## src/rtl/seq_pattern_gen.sv

```systemverilog
// seq_pattern_gen: serial pattern transmitter with a built-in golden "101" matcher.
//
// Accepts a pattern word, bit length and repeat count over a valid/ready handshake,
// then shifts the pattern out MSB-first, one bit per clock. Optional idle gaps are
// inserted between repeats. A golden overlapping "101" matcher watches every bit
// driven on data_out and raises exp_detect aligned to a Moore detector's output.
//
// Ports:
//   clk         clock, all logic on the rising edge
//   rst         synchronous, active-high reset
//   pat_valid   pattern request valid
//   pat_ready   high in IDLE only; request accepted on pat_valid && pat_ready
//   pat_data    pattern word; bit pat_len-1 is transmitted first
//   pat_len     number of bits to send (values above MAX_LEN are clamped)
//   pat_repeat  number of transmissions (0 is treated as 1)
//   data_out    registered serial bit to the detector
//   data_valid  high when data_out carries a pattern bit
//   exp_detect  golden "101" detect, registered
//   busy        high while shifting or in a gap
//   done        one-cycle pulse after the last bit of the last repeat
module seq_pattern_gen #(
    parameter int unsigned MAX_LEN    = 16,
    parameter int unsigned LEN_W      = 5,
    parameter int unsigned REP_W      = 4,
    parameter int unsigned GAP_CYCLES = 2,
    parameter logic        IDLE_BIT   = 1'b0
) (
    input  logic               clk,
    input  logic               rst,
    input  logic               pat_valid,
    output logic               pat_ready,
    input  logic [MAX_LEN-1:0] pat_data,
    input  logic [LEN_W-1:0]   pat_len,
    input  logic [REP_W-1:0]   pat_repeat,
    output logic               data_out,
    output logic               data_valid,
    output logic               exp_detect,
    output logic               busy,
    output logic               done
);

    localparam int unsigned IdxW    = (MAX_LEN > 1) ? $clog2(MAX_LEN) : 1;
    localparam int unsigned GapW    = (GAP_CYCLES > 1) ? $clog2(GAP_CYCLES) : 1;
    localparam int unsigned GapLoad = (GAP_CYCLES > 0) ? GAP_CYCLES - 1 : 0;

    localparam logic [LEN_W-1:0] MaxLen = LEN_W'(MAX_LEN);

    typedef enum logic [1:0] {
        StIdle,
        StShift,
        StGap,
        StFin
    } state_e;

    state_e             state_q, state_d;
    logic [MAX_LEN-1:0] pat_q, pat_d;
    logic [LEN_W-1:0]   len_q, len_d;
    logic [IdxW-1:0]    bit_idx_q, bit_idx_d;
    logic [REP_W-1:0]   rep_q, rep_d;
    logic [GapW-1:0]    gap_q, gap_d;
    logic               data_out_q, data_out_d;
    logic               data_valid_q, data_valid_d;
    // Last two bits seen; together with data_out_q they form the 3-bit history window.
    logic [1:0]         hist_q, hist_d;
    logic               exp_detect_q, exp_detect_d;

    logic [LEN_W-1:0]   len_clamp;
    logic [LEN_W-1:0]   len_clamp_m1;
    logic [LEN_W-1:0]   len_m1;
    logic [REP_W-1:0]   rep_load;

    assign len_clamp    = (pat_len > MaxLen) ? MaxLen : pat_len;
    assign len_clamp_m1 = len_clamp - LEN_W'(1);
    assign len_m1       = len_q - LEN_W'(1);
    assign rep_load     = (pat_repeat == '0) ? '0 : pat_repeat - REP_W'(1);

    // Next-state logic for the transfer FSM and its datapath.
    always_comb begin
        state_d   = state_q;
        pat_d     = pat_q;
        len_d     = len_q;
        bit_idx_d = bit_idx_q;
        rep_d     = rep_q;
        gap_d     = gap_q;

        unique case (state_q)
            StIdle: begin
                if (pat_valid) begin
                    pat_d     = pat_data;
                    len_d     = len_clamp;
                    bit_idx_d = IdxW'(len_clamp_m1);
                    rep_d     = rep_load;
                    state_d   = (len_clamp == '0) ? StFin : StShift;
                end
            end
            StShift: begin
                if (bit_idx_q == '0) begin
                    if (rep_q == '0) begin
                        state_d = StFin;
                    end else begin
                        rep_d     = rep_q - REP_W'(1);
                        bit_idx_d = IdxW'(len_m1);
                        if (GAP_CYCLES > 0) begin
                            state_d = StGap;
                            gap_d   = GapW'(GapLoad);
                        end
                    end
                end else begin
                    bit_idx_d = bit_idx_q - IdxW'(1);
                end
            end
            StGap: begin
                if (gap_q == '0) begin
                    state_d = StShift;
                end else begin
                    gap_d = gap_q - GapW'(1);
                end
            end
            StFin: begin
                state_d = StIdle;
            end
            default: begin
                state_d = StIdle;
            end
        endcase
    end

    // data_out/data_valid are registered: look ahead at the next state so the first
    // bit appears right after the accepting edge.
    always_comb begin
        data_out_d   = IDLE_BIT;
        data_valid_d = 1'b0;
        if (state_d == StShift) begin
            data_out_d   = pat_d[bit_idx_d];
            data_valid_d = 1'b1;
        end
    end

    // Golden matcher: history shifts on every edge, idle and gap bits included.
    always_comb begin
        hist_d       = {hist_q[0], data_out_q};
        exp_detect_d = ({hist_q, data_out_q} == 3'b101);
    end

    always_ff @(posedge clk) begin
        if (rst) begin
            state_q      <= StIdle;
            pat_q        <= '0;
            len_q        <= '0;
            bit_idx_q    <= '0;
            rep_q        <= '0;
            gap_q        <= '0;
            data_out_q   <= IDLE_BIT;
            data_valid_q <= 1'b0;
            hist_q       <= '0;
            exp_detect_q <= 1'b0;
        end else begin
            state_q      <= state_d;
            pat_q        <= pat_d;
            len_q        <= len_d;
            bit_idx_q    <= bit_idx_d;
            rep_q        <= rep_d;
            gap_q        <= gap_d;
            data_out_q   <= data_out_d;
            data_valid_q <= data_valid_d;
            hist_q       <= hist_d;
            exp_detect_q <= exp_detect_d;
        end
    end

    assign pat_ready  = (state_q == StIdle);
    assign busy       = (state_q == StShift) || (state_q == StGap);
    assign done       = (state_q == StFin);
    assign data_out   = data_out_q;
    assign data_valid = data_valid_q;
    assign exp_detect = exp_detect_q;

endmodule

```

## config.mk

```make
export PLATFORM = sky130hd
export DESIGN_NAME = seq_pattern_gen
export DESIGN_NICKNAME = d
export VERILOG_FILES = /design/src/rtl/seq_pattern_gen.sv
export SDC_FILE = /design/constraint.sdc
export NUM_CORES = 1
export LEC_CHECK = 0
export CELL_PAD_IN_SITES_DETAIL_PLACEMENT = 1
export CELL_PAD_IN_SITES_GLOBAL_PLACEMENT = 2
export CORE_MARGIN = 2
export CORE_UTILIZATION = 34
export DETAILED_ROUTE_END_ITERATION = 10
export MAX_ROUTING_LAYER = met4
export PLACE_DENSITY = 0.95
export RECOVER_POWER = 25
export SETUP_SLACK_MARGIN = 0.15
export SLEW_MARGIN = 20
export SYNTH_ARGS = -nofsm -noshare
export SYNTH_HDL_FRONTEND = slang
export SYNTH_SLANG_ARGS = --single-unit
```

## constraint.sdc

```tcl
create_clock -name clk -period 3.67 [get_ports clk]
set_clock_uncertainty 0.15 [all_clocks]
set_input_delay 0.734 -clock clk [delete_from_list [all_inputs] [get_ports clk]]
set_output_delay 0.734 -clock clk [all_outputs]
set_load 0.01 [all_outputs]
```

After elaboration in Yosys (flattened, before gate mapping)
Cells that the tools add are included.

word-level totals
  register bits = 36
  input port bits = 28
  logic and storage cells = 64

operators by class
  add/subtract/negate cells = 6
  $lt $le $gt $ge = 2
  equality and inequality tests = 8
  mux-type cells = 25
  bitwise operators = 1
  reductions and logical operators = 12

operators by type and width
  cell                                                                          number
  16-bit 2-to-1 mux                                                             2
  4-bit 2-to-1 mux                                                              7
  4-bit by 1-bit subtractor with 4-bit output, second input constant            5
  4-bit case mux with 2 select lines                                            2
  4-bit zero test                                                               3
  2-bit 2-to-1 mux                                                              4
  2-bit case mux with 4 select lines                                            1
  1-bit 2-to-1 mux                                                              6
  2-bit inequality test, second input constant                                  3
  5-bit greater-than comparator, second input constant                          1
  5-bit zero test                                                               1
  4-bit by 5-bit less-than comparator with 1-bit output, second input constant  1
  5-bit 2-to-1 mux                                                              1
  1-bit binary-select mux with 4-bit select                                     1
  2-bit by 1-bit equality test with 1-bit output, second input constant         2
  2-bit equality test, second input constant                                    2
  4-bit AND reduction                                                           1
  2-bit nonzero test                                                            2
  3-bit equality test, second input constant                                    1
  3-bit AND reduction                                                           1
  2-bit zero test                                                               1
  1-bit case mux with 2 select lines                                            1
  2-bit AND reduction                                                           1
  2-bit OR reduction                                                            1
  other kinds (3)                                                               3

Logic depth before layout (Yosys ltp)
  depth after elaboration = 9
  depth in mapped cells = 11
  gate-level depth less buffers = 9

Least setup slack after synthesis
OpenSTA, ideal clock, no wires.

  path kind = register to register
  from = reg rep_q[0]
  to = reg data_out_q, in the netlist data_out
  arrival time = 2.294 ns
  setup slack = 1.152 ns
  cell stages (with the launch flop) = 12
  buffers on the path = 2
  period minus slack after synthesis = 2.518 ns
  cells stage by stage = dfxtp_1 -> inv_1 -> ha_1 -> or3b_1 -> buf_2 -> a2111oi_2 -> a2111o_1 -> buf_6 -> mux2i_1 -> mux2i_1 -> mux2_2 -> o22ai_1

on the way
  word-level cells in the longest chain between the ends = 7
  elaborated cells between the ends (all ways) = 12
  classes of those cells = 1 x eq/ne; 8 x mux; 1 x bitwise; 2 x reduce/logical

RTL lines
  element                                                                   RTL line  RTL
  start: declaration                                                        59        logic [REP_W-1:0] rep_q, rep_d;
  start signal: assignment                                                  162       rep_q <= rep_d;
  4-bit zero test *                                                         98        if (rep_q == '0) begin
  parallel branches: the longest is 6 deep, another holds 4-bit 2-to-1 mux  n/a
  end signal: assignment                                                    164       data_out_q <= data_out_d;
  end: declaration                                                          61        logic data_out_q, data_out_d;

Every way passes the cells marked *. The select of a mux whose other input is x is not followed.
A chain may end at the register's enable or synchronous reset.

Final worst setup path
Ends and elaborated chain as after synthesis.

==> impl_summary.md <==
Route
In the final routed layout, each cell accounts on average for 14.2 um. In the routed layout, each cell is associated on average with a via count of 5.13. The vias after detailed routing is 1677. In the routed design, unresolved DRC markers number 0. The DRC violation total after the first TritonRoute iteration is 39. Before antenna repair, the detailed router went through 4 iterations. The wire length after detailed routing is 4640 um. In this run the remaining antenna-violating nets after routing total 0.

Floorplan
The full die area is 6470 um^2. The starting utilization of the core area is 35.6%. Measured along the x axis, the die boundary spans 80.4 um. The row count is 27.

The total area inside the core boundary comes to 5570 um^2. The total I/O pin count is 34. The die is 80.4 um tall.

Global route
The maximum number of pins on one net before global-route repair is 34. Global routing used 15.9% of the available tracks across all layers. The via count of the first global-routing pass is 1710.

The total overflow left after global routing is 0. The first global-routing pass estimated 7880 um of wire. The number of antenna violations at the first check in global routing is 0.

Clocking
The number of H-tree branching levels is 2. The total of cells resized after clock tree synthesis is 0. For the worst-skew pair, the clock arrives at the later sink with an insertion delay of 0.28 ns. Hold repair after CTS inserted 0 buffers. The buffer count from post-CTS setup fixing is 0.

For this design, the sink count on the clock tree is 36. After clock tree synthesis, the clock-pin slew on the worst setup and hold paths is 0.07 ns. Counting along the longest clock path gives a buffer depth of 2.

TritonCTS built the clock tree. The tree is rooted in a sky130_fd_sc_hd__clkbuf_8. In this run, CTS created clock tree buffers numbering 5.

Setup path
By startpoint and endpoint, the worst setup path is classified as reg2reg. The launch instance of the worst register-to-register path is rep_q[0]$_SDFFE_PP0P_. The required time at the worst-slack endpoint is 3.73 ns.

For the worst setup path, the data arrival time is 3.01 ns. The worst setup path is launched from a register. The worst setup path is captured at a register. Along the worst path, the maximum fanout reaches 9. The worst setup path startpoint is rep_q[0]$_SDFFE_PP0P_.

Finish
After filler insertion, the fill cell instance count of the layout stands at 662. The antenna diode count is 0. The net total in the final layout is 291. The growth of design area from synthesis to finish is 24.4%.

Cells fill 44.4% of the core in the end. In the final layout, flip-flops and latches occupy 721 um^2. Of the cells placed in the final design, the portion with a size suffix greater than 1 is 7.45%. The footprint of the multi-input gates is 1180 um^2.

Synth
In the post-synthesis netlist, the cell with the most instances is sky130_fd_sc_hd__nor2_1. Ranked by total cell area, the synthesized netlist is headed by sky130_fd_sc_hd__dfxtp_1 (36%), sky130_fd_sc_hd__mux2i_1 (16%), sky130_fd_sc_hd__nor2_1 (7.2%). The net count of the mapped netlist is 259. Counting flops with a built-in enable in the synthesized netlist gives 0. The number of distinct library cell variants in the gate-level netlist after synthesis is 41. Counting flops and latches in the post-synthesis netlist gives 36. Dividing the synthesized area by the synthesized cell count gives 8.95 um^2.

Synthesis produced 222 cells. The commonest cells after synthesis are sky130_fd_sc_hd__nor2_1 (38), sky130_fd_sc_hd__dfxtp_1 (36), sky130_fd_sc_hd__mux2i_1 (32), sky130_fd_sc_hd__a21oi_1 (11), sky130_fd_sc_hd__o21ai_0 (11). The share of the synthesized area in the top cell type is 36.3%. The total standard cell area after synthesis is 1990 um^2.

The largest area contributor in the netlist is sky130_fd_sc_hd__dfxtp_1. The number of warning messages in the yosys log is 0. The leading register cell type out of synthesis is sky130_fd_sc_hd__dfxtp_1.

Counting flops with an async set or reset pin after synthesis yields a share of 0%. After synthesis, flip-flops and latches occupy 36.3% of the total area.

STA
The hold violation total from the final report is 0. Setup violations remaining at the end of the flow were counted as 0. The slew at the pin with the worst max-slew slack is 1.50 ns. In this run the tightest slew margin relative to its limit is -0.0345%. The worst path meets setup with 0.723 ns of slack. For the final routed database, the setup TNS stands at 0 ns. The worst hold margin is 0.315 ns.

The number of max-slew violations in the final report is 33. In the finished design, the share of the clock period the worst path needs comes to 80.3%. The achievable frequency is 0.339 GHz. Setup repair after global routing left no endpoint under its margin.

The worst path in the final design needs a cycle of 2.95 ns, including I/O delays and setup.

Power
The switching power summed over all nets is 497 uW. The share of total power consumed by net switching is 36.0%. The share of power burned in the clock network is 21.2%.

Overall power consumption after layout is estimated at 1.38 mW. Of the total power, registers draw 35.8%. Summed over all cells, the static leakage comes to 1.03 nW.

The worst vdd rail ir drop is 0.000217 V. The internal portion of the total power is 882 uW. Power spread over the standard cell area amounts to 558 nW/um^2. The part of the total power dissipated in combinational logic is 43.0%.

Hold path
The classification of the worst-slack hold path is reg2reg. The worst hold path begins at hist_q[0]$_SDFF_PP0_.

Placed design
At the placement stage, the worst setup path has a slack of 0.461 ns. The routability-driven placement congestion ratio is 0.764. The number of I/O port buffers is 33.

The post-detailed-placement half-perimeter wirelength is 3410 um.

Job
Across the run, the number of max-cap violations was 1.

Run status
The run finished, with violations left. The checks that failed: capacitance limit, slew limit.
worst max-delay path: stages (launching register included):
cell                        delay, ns
sky130_fd_sc_hd__dfxtp_1         0.33
sky130_fd_sc_hd__inv_1           0.08
sky130_fd_sc_hd__ha_1            0.19
sky130_fd_sc_hd__or3b_1          0.47
sky130_fd_sc_hd__a2111oi_2       0.41
sky130_fd_sc_hd__a2111o_1        0.46
sky130_fd_sc_hd__mux2i_1         0.27
sky130_fd_sc_hd__mux2i_1         0.09
sky130_fd_sc_hd__mux2_2          0.27
sky130_fd_sc_hd__o22ai_1         0.15
cell usage in the layout (no fill, tap or decap), types with 3 or more instances in the layout:
master | Yosys | final
sky130_fd_sc_hd__a21oi_1 | 11 | 11
sky130_fd_sc_hd__nor2b_1 | 4 | 4
sky130_fd_sc_hd__clkdlybuf4s50_1 | 0 | 29
sky130_fd_sc_hd__clkbuf_8 | 0 | 6
sky130_fd_sc_hd__nand2b_1 | 4 | 4
sky130_fd_sc_hd__ha_1 | 9 | 9
sky130_fd_sc_hd__inv_1 | 8 | 8
sky130_fd_sc_hd__buf_4 | 0 | 3
sky130_fd_sc_hd__dlygate4sd3_1 | 0 | 4
sky130_fd_sc_hd__mux2i_1 | 32 | 32
sky130_fd_sc_hd__mux2_2 | 3 | 3
sky130_fd_sc_hd__dfxtp_1 | 36 | 36
sky130_fd_sc_hd__nand2_1 | 9 | 9
sky130_fd_sc_hd__o21ai_0 | 11 | 11
sky130_fd_sc_hd__nand3b_1 | 3 | 3
sky130_fd_sc_hd__nor2_1 | 38 | 38
sky130_fd_sc_hd__nor3b_1 | 3 | 3
sky130_fd_sc_hd__nor3_1 | 9 | 9
area by class of cell:
| class | instances | share of cell area [%] |
|---|---|---|
| Multi-Input combinational cell | 165 | 47.6 |
| Sequential cell | 36 | 29.1 |
| Timing Repair Buffer | 37 | 14.4 |
| Tap cell | 72 | 3.64 |
| Clock buffer | 7 | 3.49 |
| Inverter | 9 | 1.37 |
| Clock inverter | 1 | 0.304 |
logic make-up (layout without fill, tap and decap cells):
kind of cell | Yosys count | count (layout) | share of synthesized area, %
flops | 36 | 36 | 36.3
mux | 35 | 35 | 17.8
buf+inv | 21 | 54 | 4.47
simple gates | 80 | 80 | 21.2
compound gates | 37 | 37 | 12.8
xor+xnor | 4 | 4 | 1.76
fa+ha+maj | 9 | 9 | 5.67
stage by stage:
stage,instance area [um^2],instances
2_1_floorplan,1990,222
3_3_place_gp,2380,319
3_5_place_dp,2380,319
4_1_cts,2480,327
5_1_grt,2470,327
6_report,2470,327
registers in the layout (all words and copies together) (netlist names):
name        flops
pat_q          16
bit_idx_q       4
len_q           4
rep_q           4
hist_q          2
state_q         2
data_out        1
data_valid      1
exp_detect      1
gap_q           1
routing by layer:
metal / GRT usage (%) / vias up / wire length (um)
met5: - / - / 0
met4: 4.07 / 0 / 42
met3: 3.15 / 4 / 131
met2: 26.1 / 30 / 2190
met1: 20.1 / 807 / 2280
li1: - / 836 / -
worst paths after layout:
path	to	slack, ns	cells past startpoint
min	hist_q[1]$_SDFF_PP0_	0.32	1
max reg2reg	data_out$_SDFF_PP0_	0.72	9
max	data_out$_SDFF_PP0_	0.72	9
min reg2reg	hist_q[1]$_SDFF_PP0_	0.32	1
power groups by stage:
| stage | Combinational, mW | Sequential, mW | Clock [mW] |
|---|---|---|---|
| floorplan | 0.457 | 0.491 | 0 |
| global placement | 0.584 | 0.500 | 0 |
| detailed placement | 0.597 | 0.502 | 0 |
| CTS | 0.605 | 0.494 | 0.303 |
| global route | 0.660 | 0.500 | 0.318 |
| finish | 0.593 | 0.493 | 0.292 |
No activity file was read; power rests on OpenSTA's default activity.
